==> config.mk <==
export PLATFORM = sky130hd
export DESIGN_NAME = top
export DESIGN_NICKNAME = d
export VERILOG_FILES = /design/src/rtl/gyro_pkg.sv /design/src/rtl/gyro_spi.sv /design/src/rtl/top.sv
export SDC_FILE = /design/constraint.sdc
export NUM_CORES = 1
export LEC_CHECK = 0
export ABC_AREA = 1
export BUFFER_PORTS_ARGS = -buffer_cell sky130_fd_sc_hd__buf_2
export CAP_MARGIN = 10
export CORE_MARGIN = 3
export CORE_UTILIZATION = 40
export CTS_CLUSTER_SIZE = 25
export DETAILED_ROUTE_END_ITERATION = 6
export HOLD_SLACK_MARGIN = 0.03
export PLACE_DENSITY = 0.58
export SETUP_SLACK_MARGIN = 0.1
export SYNTH_ARGS = -nofsm -noshare
export SYNTH_HDL_FRONTEND = slang
export SYNTH_SLANG_ARGS = --single-unit
==> constraint.sdc <==
create_clock -name clk -period 2.9 [get_ports clk]
set_input_delay 0.145 -clock clk [delete_from_list [all_inputs] [get_ports clk]]
set_output_delay 0.145 -clock clk [all_outputs]
set_load 0.01 [all_outputs]
==> src/rtl/gyro_pkg.sv <==
// Shared constants for the L3G4200D gyro poller: register map, command bytes,
// FSM state encodings and default timing parameters.
package gyro_pkg;

  localparam int CLK_DIV_DEF     = 8;
  localparam int POLL_CYCLES_DEF = 100000;
  localparam int THRESH_DEF      = 1000;

  localparam logic [7:0] REG_CTRL1   = 8'h20;
  localparam logic [7:0] REG_OUT_X_L = 8'h28;

  // Burst read: bit7 = read, bit6 = auto-increment, low six bits = start address.
  localparam logic [7:0] CMD_CFG_ADDR = REG_CTRL1;
  localparam logic [7:0] CMD_CFG_DATA = 8'h0F;
  localparam logic [7:0] CMD_RD_BURST = {2'b11, REG_OUT_X_L[5:0]};

  localparam logic [2:0] S_INIT     = 3'd0;
  localparam logic [2:0] S_CFG_WR   = 3'd1;
  localparam logic [2:0] S_GAP      = 3'd2;
  localparam logic [2:0] S_WAIT     = 3'd3;
  localparam logic [2:0] S_RD_BURST = 3'd4;
  localparam logic [2:0] S_UPDATE   = 3'd5;

  // Byte to shift out at position idx of the current transaction.
  function automatic logic [7:0] tx_byte_sel(input logic rd, input logic [2:0] idx);
    if (rd) return (idx == 3'd0) ? CMD_RD_BURST : 8'h00;
    return (idx == 3'd0) ? CMD_CFG_ADDR : CMD_CFG_DATA;
  endfunction

endpackage

==> src/rtl/gyro_spi.sv <==
// Mode-3 SPI byte engine: one byte per start, CLK_DIV clk cycles per SCLK half-period.
module gyro_spi #(
  parameter int CLK_DIV = 8
) (
  input  logic       clk,
  input  logic       rst,
  input  logic       start,
  input  logic [7:0] tx,
  input  logic       miso,
  output logic       sclk,
  output logic       mosi,
  output logic       done,
  output logic [7:0] rx
);

  localparam logic [15:0] HALF_LAST = 16'(CLK_DIV - 1);

  logic        active;
  logic [15:0] cnt;
  logic [2:0]  bit_cnt;
  logic [7:0]  tx_sr;
  logic [7:0]  rx_sr;
  logic        load;

  // Handshake: start is honoured when idle or in the done cycle; done is a
  // one-cycle pulse on the last clk of the final high phase, rx valid with it,
  // so a start in that cycle chains bytes with no stretched SCLK high time.
  assign done = active && sclk && (cnt == HALF_LAST) && (bit_cnt == 3'd7);
  assign load = start && (!active || done);
  assign rx   = rx_sr;

  always_ff @(posedge clk) begin
    if (!rst) begin
      active  <= 1'b0;
      sclk    <= 1'b1;
      mosi    <= 1'b0;
      cnt     <= '0;
      bit_cnt <= '0;
      tx_sr   <= '0;
      rx_sr   <= '0;
    end else if (load) begin
      active  <= 1'b1;
      sclk    <= 1'b0;
      mosi    <= tx[7];
      tx_sr   <= {tx[6:0], 1'b0};
      cnt     <= '0;
      bit_cnt <= '0;
    end else if (active) begin
      if (cnt == HALF_LAST) begin
        cnt <= '0;
        if (!sclk) begin
          sclk  <= 1'b1;
          rx_sr <= {rx_sr[6:0], miso};
        end else if (bit_cnt == 3'd7) begin
          active <= 1'b0;
          mosi   <= 1'b0;
        end else begin
          sclk    <= 1'b0;
          mosi    <= tx_sr[7];
          tx_sr   <= {tx_sr[6:0], 1'b0};
          bit_cnt <= bit_cnt + 3'd1;
        end
      end else begin
        cnt <= cnt + 16'd1;
      end
    end
  end

endmodule

==> src/rtl/top.sv <==
// L3G4200D poller: configures the gyro once, then burst-reads X/Y/Z forever and
// lights one LED per axis and direction when the reading exceeds THRESH.
module top
  import gyro_pkg::*;
#(
  parameter int CLK_DIV     = CLK_DIV_DEF,
  parameter int POLL_CYCLES = POLL_CYCLES_DEF,
  parameter int THRESH      = THRESH_DEF
) (
  input  logic       clk,
  input  logic       rst,
  output logic [5:0] led,
  output logic       ACL_CSN,
  output logic       ACL_MOSI,
  input  logic       ACL_MISO,
  output logic       ACL_SCLK
);

  localparam logic [31:0] INIT_LAST = 32'(2 * CLK_DIV - 1);
  localparam logic [31:0] GAP_LAST  = 32'(2 * CLK_DIV - 1);
  localparam logic [31:0] POLL_LAST = 32'(POLL_CYCLES - 1);
  localparam logic [31:0] LEAD_LAST = 32'(CLK_DIV);
  localparam int          TH        = THRESH;

  logic [2:0]         state;
  logic [31:0]        cnt;
  logic [2:0]         byte_idx;
  logic               started;
  logic               csn;
  logic [47:0]        data_sr;
  logic signed [15:0] ax_x, ax_y, ax_z;
  logic [5:0]         led_r;

  logic               xfer;
  logic [2:0]         last_idx;
  logic [2:0]         next_idx;
  logic               spi_start;
  logic               spi_done;
  logic [7:0]         tx_byte;
  logic [7:0]         spi_rx;

  always_comb begin
    xfer      = (state == S_CFG_WR) || (state == S_RD_BURST);
    last_idx  = (state == S_CFG_WR) ? 3'd1 : 3'd6;
    spi_start = 1'b0;
    next_idx  = 3'd0;
    if (xfer) begin
      if (!started && cnt == LEAD_LAST) begin
        spi_start = 1'b1;
      end else if (started && spi_done && byte_idx != last_idx) begin
        spi_start = 1'b1;
        next_idx  = byte_idx + 3'd1;
      end
    end
    tx_byte = tx_byte_sel(state == S_RD_BURST, next_idx);
  end

  gyro_spi #(.CLK_DIV(CLK_DIV)) u_spi (
    .clk   (clk),
    .rst   (rst),
    .start (spi_start),
    .tx    (tx_byte),
    .miso  (ACL_MISO),
    .sclk  (ACL_SCLK),
    .mosi  (ACL_MOSI),
    .done  (spi_done),
    .rx    (spi_rx)
  );

  always_ff @(posedge clk) begin
    if (!rst) begin
      state    <= S_INIT;
      cnt      <= '0;
      byte_idx <= '0;
      started  <= 1'b0;
      csn      <= 1'b1;
      data_sr  <= '0;
      ax_x     <= '0;
      ax_y     <= '0;
      ax_z     <= '0;
      led_r    <= '0;
    end else begin
      case (state)
        S_INIT: begin
          if (cnt == INIT_LAST) begin
            state    <= S_CFG_WR;
            cnt      <= '0;
            csn      <= 1'b0;
            started  <= 1'b0;
            byte_idx <= '0;
          end else begin
            cnt <= cnt + 32'd1;
          end
        end
        S_CFG_WR, S_RD_BURST: begin
          if (!started) begin
            if (cnt == LEAD_LAST) started <= 1'b1;
            else                  cnt     <= cnt + 32'd1;
          end else if (spi_done) begin
            // Byte 0 of the burst is the command slot; only data bytes are kept.
            if (state == S_RD_BURST && byte_idx != 3'd0)
              data_sr <= {data_sr[39:0], spi_rx};
            if (byte_idx == last_idx) begin
              csn   <= 1'b1;
              cnt   <= '0;
              state <= (state == S_CFG_WR) ? S_GAP : S_UPDATE;
            end else begin
              byte_idx <= byte_idx + 3'd1;
            end
          end
        end
        S_UPDATE: begin
          if (cnt == 32'd0) begin
            ax_x <= {data_sr[39:32], data_sr[47:40]};
            ax_y <= {data_sr[23:16], data_sr[31:24]};
            ax_z <= {data_sr[7:0],   data_sr[15:8]};
            cnt  <= 32'd1;
          end else begin
            led_r <= {int'(ax_z) < -TH, int'(ax_z) > TH,
                      int'(ax_y) < -TH, int'(ax_y) > TH,
                      int'(ax_x) < -TH, int'(ax_x) > TH};
            cnt   <= '0;
            state <= S_GAP;
          end
        end
        S_GAP: begin
          if (cnt == GAP_LAST) begin
            cnt   <= '0;
            state <= S_WAIT;
          end else begin
            cnt <= cnt + 32'd1;
          end
        end
        S_WAIT: begin
          if (cnt == POLL_LAST) begin
            state    <= S_RD_BURST;
            cnt      <= '0;
            csn      <= 1'b0;
            started  <= 1'b0;
            byte_idx <= '0;
          end else begin
            cnt <= cnt + 32'd1;
          end
        end
        default: begin
          state <= S_INIT;
          cnt   <= '0;
        end
      endcase
    end
  end

  assign ACL_CSN = csn;
  assign led     = led_r;

endmodule

[Yosys cells after proc, flatten, opt, wreduce, memory -nomap -nowiden]
Cells that the tools add are included.
Word-level totals
  register bits: 179
  input port bits: 3
  output and inout port bits: 9
  word-level logic and storage cells: 157
Cells by class
  add/subtract/negate cells: 4
  $lt $le $gt $ge: 6
  equal/unequal tests: 24
  multiplexer cells: 65
  bitwise gates (word level): 5
  reductions and logical operators: 36
Operators with widths (count)
  32-bit 2-to-1 mux: 6
  32-bit case mux with 4 select lines: 1
  32-bit by 4-bit == test with 1-bit output, second input constant: 2
  8-bit 2-to-1 mux: 8
  3-bit 2-to-1 mux: 17
  16-bit by 11-bit > comparator with 1-bit output, second input constant: 3
  16-bit by 11-bit < comparator with 1-bit output, second input constant: 3
  32-bit by 1-bit adder with 32-bit output, second input constant: 1
  32-bit by 17-bit == test with 1-bit output, second input constant: 1
  32-bit logical NOT: 1
  1-bit 2-to-1 mux: 27
  16-bit by 1-bit adder with 16-bit output, second input constant: 1
  16-bit by 3-bit == test with 1-bit output, second input constant: 1
  16-bit 2-to-1 mux: 1
  2-bit != test, second input constant: 8
  4-bit AND reduction: 4
  3-bit case mux with 5 select lines: 1
  6-bit AND reduction: 2
  3-bit == test, second input constant: 3
  3-bit != test, second input constant: 3
  3-bit case mux with 3 select lines: 1
  3-bit AND reduction: 3
  1-bit logical AND: 8
  7-bit AND reduction: 1
  other kinds (16): 33

[Depth between registers and ports, before layout]
Gate-level depths: netlist of the first run.
  depth in word-level cells: 13
  depth in mapped cells: 16
  mapped depth without buffers: 16

[Hierarchy]
A second synthesis of the first run with hierarchy kept.
Unflattened totals
  cells, all modules: 1290
  area total of the unflattened synthesis: 8619.5 um^2
Modules (own cells, without submodules)
  top: times used 1, cells an instance 980, area each 6578.8 um^2, sequential area each 2842.7 um^2
  gyro_spi: times used 1, cells an instance 310, area each 2040.7 um^2, sequential area each 740.7 um^2

[Least setup slack after synthesis of the first run]
No wires, ideal clock.
  path kind: flip-flop to flip-flop
  from: register u_spi.cnt[0]
  to: register u_spi.tx_sr[6]
  setup time: 110 ps
  data arrival time: 1940 ps
  data required time: 2790 ps
  setup slack: 850 ps
  stages on the path, launching flop included: 17
  buffers on the path: 0
  period minus slack after synthesis: 2050 ps
  cells stage by stage: dfxtp_1 ha_1 nand2_2 inv_2 nand2_1 nor2_2 nand2_2 nor2_4 nand4_1 inv_1 o31ai_1 ha_1 or2_2 nand3_1 nand3_1 nand2_1 inv_1
On the way
  cells in the longest elaborated chain, start to end: 13
  elaborated cells on any way between the ends: 24
  classes of those cells: eq/ne (2); mux (11); reduce/logical (11)
RTL lines
  start, declared: line gyro_spi.sv:19  | logic [15:0] cnt;
  start signal, assigned: line gyro_spi.sv:64  | cnt <= cnt + 16'd1;
  16-bit by 3-bit == test with 1-bit output (*): line gyro_spi.sv:28, gyro_spi.sv:49
  1-bit logical AND (2 in a row): line gyro_spi.sv:28  | assign done = active && sclk && (cnt == HALF_LAST) && (bit_cnt == 3'd7);
  1-bit logical AND (2 in a row): line top.sv:50  | end else if (started && spi_done && byte_idx != last_idx) begin
  3-bit 2-to-1 mux: line top.sv:50
  3-bit 2-to-1 mux: line top.sv:48  | if (!started && cnt == LEAD_LAST) begin
  3-bit 2-to-1 mux: line top.sv:47  | if (xfer) begin
  3-bit logical NOT: line gyro_pkg.sv:26, gyro_pkg.sv:27
  8-bit 2-to-1 mux (2 in a row): line gyro_pkg.sv:26  | if (rd) return (idx == 3'd0) ? CMD_RD_BURST : 8'h00;
  8-bit 2-to-1 mux: line gyro_pkg.sv:27  | return (idx == 3'd0) ? CMD_CFG_ADDR : CMD_CFG_DATA;
  8-bit 2-to-1 mux: line gyro_spi.sv:41  | end else if (load) begin
  end signal, assigned: line gyro_spi.sv:45  | tx_sr <= {tx[6:0], 1'b0};
  end signal, assigned: line gyro_spi.sv:60  | tx_sr <= {tx_sr[6:0], 1'b0};
  end, declared: line gyro_spi.sv:21  | logic [7:0] tx_sr;
Mark *: on every way between the ends. The rest lies on a longest branch, timed or not. The select of a mux whose other input is x is not followed.
A chain may end at the register's enable or synchronous reset.

[Final worst setup path of the first run]
  from: register u_spi.cnt[0]
  to: register u_spi.cnt[12]
On the way
  cells in the longest elaborated chain, start to end: 10
  elaborated cells on any way between the ends: 13
  classes of those cells: add/sub (1); eq/ne (1); mux (4); reduce/logical (7)
RTL lines
  16-bit by 3-bit == test with 1-bit output: line gyro_spi.sv:28, gyro_spi.sv:49
  1-bit logical AND (2 in a row): line gyro_spi.sv:28
  1-bit logical AND (2 in a row): line top.sv:50
  1-bit 2-to-1 mux: line top.sv:50
  1-bit 2-to-1 mux: line top.sv:48
  1-bit 2-to-1 mux: line top.sv:47
  1-bit logical AND: line gyro_spi.sv:29  | assign load = start && (!active || done);
  2-bit OR reduction (no line)
Parallel ways exist; a longest one is shown, timed or not.

==> flow_summary.ini, run 1 <==
[outcome]
status = completed

[worst_setup_path]
startpoint_type = flop
crit_slowest_cell = dfxtp_1
worstSetupPathType = reg2reg
cpPeakStageDelay_ns = 0.40
critPathBufInv = 2
worst_path_dominant_cell_family = simple AND/OR/NAND/NOR gates
ff2ff_setup_slack_ns = 0.46
crit_chain = ha_1 -> nand2_2 -> inv_2 -> nand2_1 -> nor2_2 -> nand2_2 -> nor2_4 -> nand4_1 -> nand2_2 -> nand2_1 -> nand2_1 -> buf_4 -> nor3_1
cp.arrival_ns = 2.77
end_kind = flop
cp_max_fo = 11
cp.required_ns = 3.24

[placement]
place.gp.congestion = 0.926
pre_cts_slack_ns = 0.450
place.port_buffers = 11
dpl.cell_count = 1553
dp_hpwl_mm = 14.9

[sta]
tightest_slew_ns = 0.660
fmax_mhz = 410
tns_ns = 0
whs_ns = 0.256
max-slew-margin-rel_pct = 55.6
rsz0062_at_grt = false
min_period_ns = 2.44
finalSetupViolCount = 0
timing.final.crit_share_pct = 84.1
timing_max_transition_violations_final = 0
worst_slack_ns = 0.462
fin_worst_skew_ns = 0.0241
hold_violations = 0

[route]
wl_per_cell_um = 13.8
drc = 0
wl_mm = 22.0
first_pass_iters = 5
drt_iter0_drc = 702
postRouteAntennaNets = 0
dr_total_vias = 8201
routed_via_density = 5.17

[cts]
clk_latency_ns = 0.44
cts_max_path_buffers = 2
cts_tree = done
clkTransAtPathRegs_ns = 0.08
clock-sinks = 179
post_cts_resized = 0
clk_root_buffer_cell = clkbuf_16
cts_buffers = 17
cts_htree_levels = 4

[finish]
num-fill-cells = 2258
register_area_mm2 = 0.00358
syn2layout_area_growth_pct = 10.3
layout.nets = 1306
diodes = 0
stdcell_count = 1586
drive_above_1_share_pct = 8.27
multi_input_area_mm2 = 0.00464

[pwr]
p_per_area_mw_per_mm2 = 634
ir_drop_uv = 362
finalPower_mw = 6.30
p_leak_nw = 3.77

[floorplan]
start_util_pct = 41.0
die_w_um = 156
core_region_area_mm2 = 0.0220
die_h_um = 156
rows = 54
dieArea_mm2 = 0.0244
boundaryPins = 12

[synth]
ys_ff_latch = 179
synthFlopType = dfxtp_1
ys_top_cells_by_area = dfxtp_1, nand2_1, nor2_1
synth_cell_types = 46
synth-compound-area-share_pct = 17.5
yosys.area_share.simple_pct = 30.7
synth_top_family_by_area = simple AND/OR/NAND/NOR gates
synthMuxAreaShare_pct = 0
synth_fa_ha_area_share_pct = 1.39
synth_async_sr_flop_share_pct = 0
syn_nets = 1317
synth-xor-area-share_pct = 1.85
postSynthAreaPerCell_um2 = 6.91
ys_seq_area_share_pct = 39.8
synth_top_area_cell = dfxtp_1
syn_inst = 1304
yosysWarnings = 0
synth-edff-count = 0
yosys.area.top_type_share_pct = 39.8
syn_area_mm2 = 0.00901

[grt]
grt_first_pass_wirelength_mm = 37.7
grt_max_degree = 73
grt_usage_pct = 18.6
antenna_found_initial = 0
grt.overflow.total = 0
grt_pass1_vias = 7679

[flow_run]
drv_cap = 0

[hold_path]
min_path_type = in2reg
-- synthesized netlist by cell type (17+ instances only) --
cell,count
nand2_1,210
nand3_1,88
clkbuf_1,38
inv_1,123
nor2_1,172
dfxtp_1,179
a21oi_1,121
nand4_1,23
o21ai_0,118
o21ai_1,20
nor3_1,63
xor2_1,17
o211ai_1,19
-- routing by layer --
metal / global-route usage (%) / vias to the layer above / share of wire [%]
met1: 25.9 / 3754 / 51
met4: 4.75 / 0 / 1.0
met5: 0 / - / 0
met2: 30.0 / 127 / 45
met3: 3.00 / 16 / 2.9
li1: - / 4304 / -
-- state kept, by name (all words and copies together), names as in the netlist, 3 cells and up --
signal and flops:
u_spi.tx_sr 7, ax_z 16, u_spi.bit_cnt 3, state 3, u_spi.rx 8, byte_idx 3
cnt 32, led 6, ax_y 16, ax_x 16, u_spi.cnt 16, data_sr 48
-- cell families (layout without fill, tap and decap cells) --
family                     count (synthesis)  after routing
AOI/OAI and AO/OA                        296            296
xor gates and xnor gates                  19             19
adders and majority gates                 10             10
buffers and inverters                    192            194
DFF                                      179            179
and+or+nand+nor                          608            608
-- layout make-up --
class	count	share of cell area, %
multi-input combinational	933	46.7
sequential	179	36.1
inverter	133	5.02
clock buffer	17	4.28
tap	280	3.53
timing repair buffer	29	2.22
clock inverter	15	2.18
-- worst paths after layout --
kind                            cells after the start                    endpoint                       from
worst max-delay path                               13  u_spi.cnt[12]$_SDFFE_PP0P_  u_spi.cnt[0]$_SDFFE_PP0P_
worst min-delay path                                3   u_spi.cnt[5]$_SDFFE_PP0P_                        rst
worst max register to register                     13  u_spi.cnt[12]$_SDFFE_PP0P_  u_spi.cnt[0]$_SDFFE_PP0P_
worst min register to register                      2        ax_x[2]$_SDFFE_PN0P_       ax_x[2]$_SDFFE_PN0P_
-- worst register-to-register path, cell delays in order, from the launching register on --
cell and delay [ns]:
dfxtp_1 0.40, ha_1 0.22, nand2_2 0.10, inv_2 0.07, nand2_1 0.05, nor2_2 0.09
nand2_2 0.09, nor2_4 0.16, nand4_1 0.12, nand2_2 0.12, nand2_1 0.22, nand2_1 0.39
buf_4 0.26, nor3_1 0.06
-- stage by stage --
stage,util [%],cell area [um2]
after global routing,45.2,9940
final,45.2,9940
after CTS,45.2,9940
after detailed placement,42.3,9280
after floorplan,-,9010
after global placement,42.3,9280
-- timing repair --
item,4_1_cts,5_1_grt
hold endpoints to repair,1,0
hold buffers,1,0
buffers inserted,0,0
-- cell usage in the layout (no fill, tap or decap), drive strengths merged, types with 2 or more instances in the layout --
cell      count
clkinv        8
nor3         66
o21ai       138
buf          28
inv         136
nor4          4
or2           4
o31ai         2
a31oi         4
clkinvlp      2
nand2       219
nand3b        8
a21oi       121
o21a          4
nand4        24
xor2         17
xnor2         2
nor2        187
o2111ai       3
o21bai        2
bufinv        2
nor3b         2
clkbuf       17
dfxtp       179
o211ai       19
ha           10
nand3        92
-- where the power goes --
part	switching, mW	total (mW)	leakage, nW	internal, mW
clock	1.15	2.48	0.304	1.33
combinational	0.892	1.21	2.03	0.321
sequential	0.0726	2.61	1.44	2.53
Power figures use the tool's default switching activity.
==> inputs of run 2 (changes only) <==
==> constraint.sdc (replaced) <==
create_clock -name clk -period 2.3 [get_ports clk]
set_input_delay 0.115 -clock clk [delete_from_list [all_inputs] [get_ports clk]]
set_output_delay 0.115 -clock clk [all_outputs]
set_load 0.01 [all_outputs]
==> run 2 against run 1 <==
Cell area rose by 3.3%. First-iteration DRC count fell by 11%. Count of clock-buffer cells in the layout did not move. Wire length rose by 3.6%. Sequential power rose by 26%. Clock skew fell by 0.011 ns. Critical endpoint is now u_spi.tx_sr[6]$_SDFFE_PN0P_. Largest cell class unchanged.
==> flow_summary.ini, run 2 (synthesized netlist as in run 1, its figures left out) <==
[finish]
largest-register = data_sr
largestRegisters = data_sr (48), cnt (32)
register_area_mm2 = 0.00359
num-fill-cells = 2217
syn2layout_area_growth_pct = 14.0
drive_above_1_share_pct = 11.4
layout.nets = 1335
largest_register_ff_count = 48
final_cell_mix = nand2_1, dfxtp_1, nor2_1
diodes = 0
mostFrequentLayoutCell = nand2_1
multi_input_area_mm2 = 0.00473

[floorplan]
start_util_pct = 41.0
core_region_area_mm2 = 0.0220
boundaryPins = 12
rows = 54
dieArea_mm2 = 0.0244
die_w_um = 156
die_h_um = 156

[pwr]
ir_drop_uv = 496
internal_power_mw = 5.36
finalPower_mw = 8.04
p_per_area_mw_per_mm2 = 783
pwr-share-clk_pct = 38.4
p_leak_nw = 3.95
power_frac_seq_pct = 41.1
power.switching_mw = 2.68
p_comb_share_pct = 20.5
p_sw_share_pct = 33.4

[grt]
antenna_found_initial = 0
grt_max_degree = 64
grt_first_pass_wirelength_mm = 38.7
grt.overflow.total = 0
grt_usage_pct = 19.0
grt_pass1_vias = 7933

[hold_path]
hold_depth = 2
min_path_type = in2reg

[worst_setup_path]
crit_slowest_cell = dfxtp_2
timing.critical_path.to = u_spi.tx_sr[6]$_SDFFE_PN0P_
crit_start = u_spi.cnt[1]$_SDFFE_PP0P_
cpPeakStageDelay_ns = 0.35
cp.depth = 16
startpoint_type = flop
worstRegToRegCells = 16
worst_path_dominant_cell_family = simple AND/OR/NAND/NOR gates
cp.required_ns = 2.63
critPathBufInv = 3
worstSetupPathType = reg2reg
cp_max_fo = 4
end_kind = flop
r2r-end = u_spi.tx_sr[6]$_SDFFE_PN0P_
crit_chain = ha_4 -> nand2_4 -> inv_2 -> nand2_2 -> nor2_2 -> nand2_2 -> nor2_4 -> nand4_1 -> inv_2 -> o31ai_4 -> ha_2 -> or2_2 -> nand3_1 -> nand3_1 -> nand2_1 -> inv_1
cp.arrival_ns = 2.47
ff2ff_setup_slack_ns = 0.17
reg2reg_from = u_spi.cnt[1]$_SDFFE_PP0P_

[outcome]
status = completed

[cts]
cts_htree_levels = 4
clk_root_buffer_cell = clkbuf_16
clock-sinks = 179
cts_tree = done
clk_latency_ns = 0.44
cts_buffers = 17
clkTransAtPathRegs_ns = 0.08
cts_max_path_buffers = 2

[route]
first_pass_iters = 5
wl_per_cell_um = 14.1
dr_total_vias = 8406
drc = 0
postRouteAntennaNets = 0
routed_via_density = 5.20
drt_iter0_drc = 628
wl_mm = 22.7

[sta]
fin_worst_skew_ns = 0.0128
finalSetupViolCount = 0
rsz0062_at_grt = true
timing.final.crit_share_pct = 92.8
max-slew-margin-rel_pct = 61.3
hold_violations = 0
tns_ns = 0
worst_slack_ns = 0.166
fmax_mhz = 469
min_period_ns = 2.13
timing_max_transition_violations_final = 0
tightest_slew_ns = 0.575

[placement]
dp_hpwl_mm = 15.6
pre_cts_slack_ns = 0.140
place.gp.congestion = 0.929
place.port_buffers = 11

[flow_run]
drv_cap = 0
==> run 2: cell count changes in the layout (fill, tap and decap cells not counted), moves of 3 or more <==
cell,before,now
ha_2,0,3
ha_1,10,5
dfxtp_1,179,175
buf_4,16,41
==> run 2: cell type report <==
class	instances	share of cell area [%]
multi-input cells	934	46.1
well taps	280	3.41
repair buffers	57	4.47
clock buffers	17	4.14
inverters	133	4.87
flip-flops and latches	179	35.0
clock inverters	15	1.99
==> run 2: power by group through the flow <==
stage	combinational [mW]	sequential [mW]	clock (mW)
finish	1.64	3.30	3.09
global route	1.86	3.32	3.30
CTS	1.60	3.28	3.17
detailed placement	1.59	3.36	0
global placement	1.60	3.35	0
floorplan	1.10	3.34	0
==> run 2: how the worst min path moves through the flow <==
| stage | start | end | slack, ns |
|---|---|---|---|
| floorplan | ACL_MISO | u_spi.rx[0]$_SDFFE_PN0P_ | 0.24 |
| global placement | ACL_MISO | u_spi.rx[0]$_SDFFE_PN0P_ | 0.36 |
| detailed placement | ACL_MISO | u_spi.rx[0]$_SDFFE_PN0P_ | 0.36 |
| CTS | rst | u_spi.sclk$_SDFFE_PN1P_ | 0.03 |
| global route | rst | u_spi.sclk$_SDFFE_PN1P_ | 0.06 |
| finish | rst | u_spi.sclk$_SDFFE_PN1P_ | 0.05 |
==> run 2: per-stage QoR <==
step | instances | hold slack (ns) | cell area, um2 | util [%]
2_1_floorplan | 1304 | 0.243 | 9010 | -
3_3_place_gp | 1570 | 0.356 | 9440 | 43.0
3_5_place_dp | 1570 | 0.358 | 9440 | 43.0
4_1_cts | 1603 | 0.0314 | 10100 | 45.9
5_1_grt | 1615 | 0.0579 | 10300 | 46.8
6_report | 1615 | 0.0454 | 10300 | 46.8
==> run 2: what timing repair did <==
action	4_1_cts	5_1_grt
hold endpoints to repair	1	0
setup buffers	0	11
endpoints found under the setup margin	0	122
resized for setup	0	27
hold buffers	1	0
==> run 2: routing by layer <==
metal / track usage (%) / vias up / wire length [um]
met5: 0 / - / 0
met4: 3.95 / 0 / 265
met3: 3.38 / 19 / 742
met2: 31.6 / 132 / 10600
met1: 25.9 / 3885 / 11100
li1: - / 4370 / -
==> inputs of run 3 (changes only) <==
--- a/config.mk
+++ b/config.mk
@@ -13,6 +13,7 @@
 export CTS_CLUSTER_SIZE = 25
 export DETAILED_ROUTE_END_ITERATION = 6
 export HOLD_SLACK_MARGIN = 0.03
+export MAX_ROUTING_LAYER = met4
 export PLACE_DENSITY = 0.58
 export SETUP_SLACK_MARGIN = 0.1
 export SYNTH_ARGS = -nofsm -noshare
==> constraint.sdc (replaced) <==
create_clock -name clk -period 2.1 [get_ports clk]
set_input_delay 0.105 -clock clk [delete_from_list [all_inputs] [get_ports clk]]
set_output_delay 0.105 -clock clk [all_outputs]
set_load 0.01 [all_outputs]
==> run 3 against run 2 <==
Critical path depth fell by 6. Sequential share of layout area fell by 1.8 points. Largest cell class unchanged. Power rose by 12%. Count of clock-buffer cells in the layout did not move. Critical path type unchanged. Sequential cell count did not move. Non-clock buffer count rose by 40. Clock power rose by 8.7%. Die area did not move.
==> flow_summary.ini, run 3 (synthesized netlist as in run 1, its figures left out) <==
[floorplan]
core_region_area_mm2 = 0.0220
start_util_pct = 41.0
die_h_um = 156
boundaryPins = 12
die_w_um = 156
rows = 54
dieArea_mm2 = 0.0244

[pwr]
ir_drop_uv = 614
finalPower_mw = 9.00
p_leak_nw = 4.21
power.switching_mw = 3.19
p_comb_share_pct = 22.6
p_per_area_mw_per_mm2 = 831
p_sw_share_pct = 35.5
pwr-share-clk_pct = 37.3
power_frac_seq_pct = 40.1
internal_power_mw = 5.81

[finish]
mostFrequentLayoutCell = nand2_1
largest-register = data_sr
syn2layout_area_growth_pct = 20.2
layout.nets = 1374
final_cell_mix = nand2_1, dfxtp_1, nor2_1
final_area_mm2 = 0.0108
diodes = 0
largestRegisters = data_sr (48), cnt (32)
largest_register_ff_count = 48
drive_above_1_share_pct = 17.1

[route]
first_pass_iters = 4
routed_via_density = 5.16
postRouteAntennaNets = 0
drt_iter0_drc = 563
wl_per_cell_um = 14.2
drc = 0
wl_mm = 23.5
dr_total_vias = 8541

[cts]
clock-sinks = 179
clkTransAtPathRegs_ns = 0.08
clk_root_buffer_cell = clkbuf_16
cts_max_path_buffers = 2
clk_latency_ns = 0.45
cts_buffers = 17
cts_tree = done
cts_htree_levels = 4

[sta]
min_period_ns = 1.93
fmax_mhz = 517
fin_worst_skew_ns = 0.0172
tns_ns = 0
max-slew-margin-rel_pct = 64.4
whs_ns = 0.0391
hold_violations = 0
tightest_slew_ns = 0.535
worst_slack_ns = 0.167
finalSetupViolCount = 0
timing.final.crit_share_pct = 92.0
timing_max_transition_violations_final = 0
rsz0062_at_grt = true

[outcome]
status = completed

[hold_path]
worstHoldStart = rst
min_path_type = in2reg

[worst_setup_path]
startpoint_type = flop
reg2reg_from = cnt[26]$_SDFFE_PN0P_
cp_max_fo = 7
worstSetupPathType = reg2reg
cp.arrival_ns = 2.29
end_kind = flop
crit_start = cnt[26]$_SDFFE_PN0P_
cp.required_ns = 2.46

[flow_run]
drv_cap = 0

[placement]
pre_cts_slack_ns = 0.0442
postPlaceCellArea_mm2 = 0.00973
place.port_buffers = 11
dp_hpwl_mm = 16.1
place.gp.congestion = 0.911

[grt]
grt_pass1_vias = 7918
grt_max_degree = 45
antenna_found_initial = 0
grt_usage_pct = 19.9
grt_first_pass_wirelength_mm = 39.1
grt.overflow.total = 0
==> run 3: cell type report <==
cell class | count | area [um2]
Tap cell | 280 | 350
Clock buffer | 17 | 425
Multi-Input combinational cell | 933 | 4870
Sequential cell | 179 | 3600
Clock inverter | 15 | 211
Timing Repair Buffer | 97 | 875
Inverter | 133 | 499
Fill cell | 2157 | 11100
==> run 3: what timing repair did <==
| item | in CTS | in global routing |
|---|---|---|
| endpoints found under the hold margin | 3 | 0 |
| cloned | 0 | 3 |
| pin swaps | 5 | 17 |
| setup buffers | 3 | 10 |
| endpoints found under the setup margin | 2 | 129 |
| gates resized for setup | 8 | 68 |
| hold buffers | 3 | 0 |
==> run 3: path summary, 6_finish.rpt <==
check	end	slack [ns]	cells past startpoint
worst max-delay path	cnt[1]$_SDFFE_PN0P_	0.17	10
worst min-delay path	u_spi.tx_sr[6]$_SDFFE_PN0P_	0.04	3
worst max register to register	cnt[1]$_SDFFE_PN0P_	0.17	10
worst min register to register	ax_z[0]$_SDFFE_PN0P_	0.46	2
==> run 3: metrics by stage <==
| stage | instances | util, % |
|---|---|---|
| after CTS | 1641 | 47.6 |
| after floorplan | 1304 | - |
| after detailed placement | 1603 | 44.3 |
| after global routing | 1654 | 49.3 |
| final | 1654 | 49.3 |
| after global placement | 1603 | 44.3 |
==> run 3: layer usage <==
layer	global-route usage [%]	vias up	wire length (um)
met4	5.00	0	277
met1	26.3	3886	11300
li1	-	4468	-
met3	3.66	19	877
met2	31.6	168	11000
met5	-	-	0
==> run 3: power groups by stage <==
stage	sequential [mW]	combinational (mW)	clock [mW]
4_1_cts	3.59	1.82	3.44
3_3_place_gp	3.67	1.77	0
6_report	3.61	2.04	3.36
5_1_grt	3.63	2.30	3.57
2_1_floorplan	3.65	1.20	0
3_5_place_dp	3.67	1.76	0
==> run 3: critical path, cell delays in order (launching register included) <==
cell       delay, ns
dfxtp_2         0.34
nor2_1          0.13
nand3_2         0.11
nor2_4          0.13
nand2_2         0.11
nor2_4          0.20
nand4_1         0.25
nand2_8         0.21
clkbuf_16       0.17
nand2_1         0.05
a21oi_1         0.15
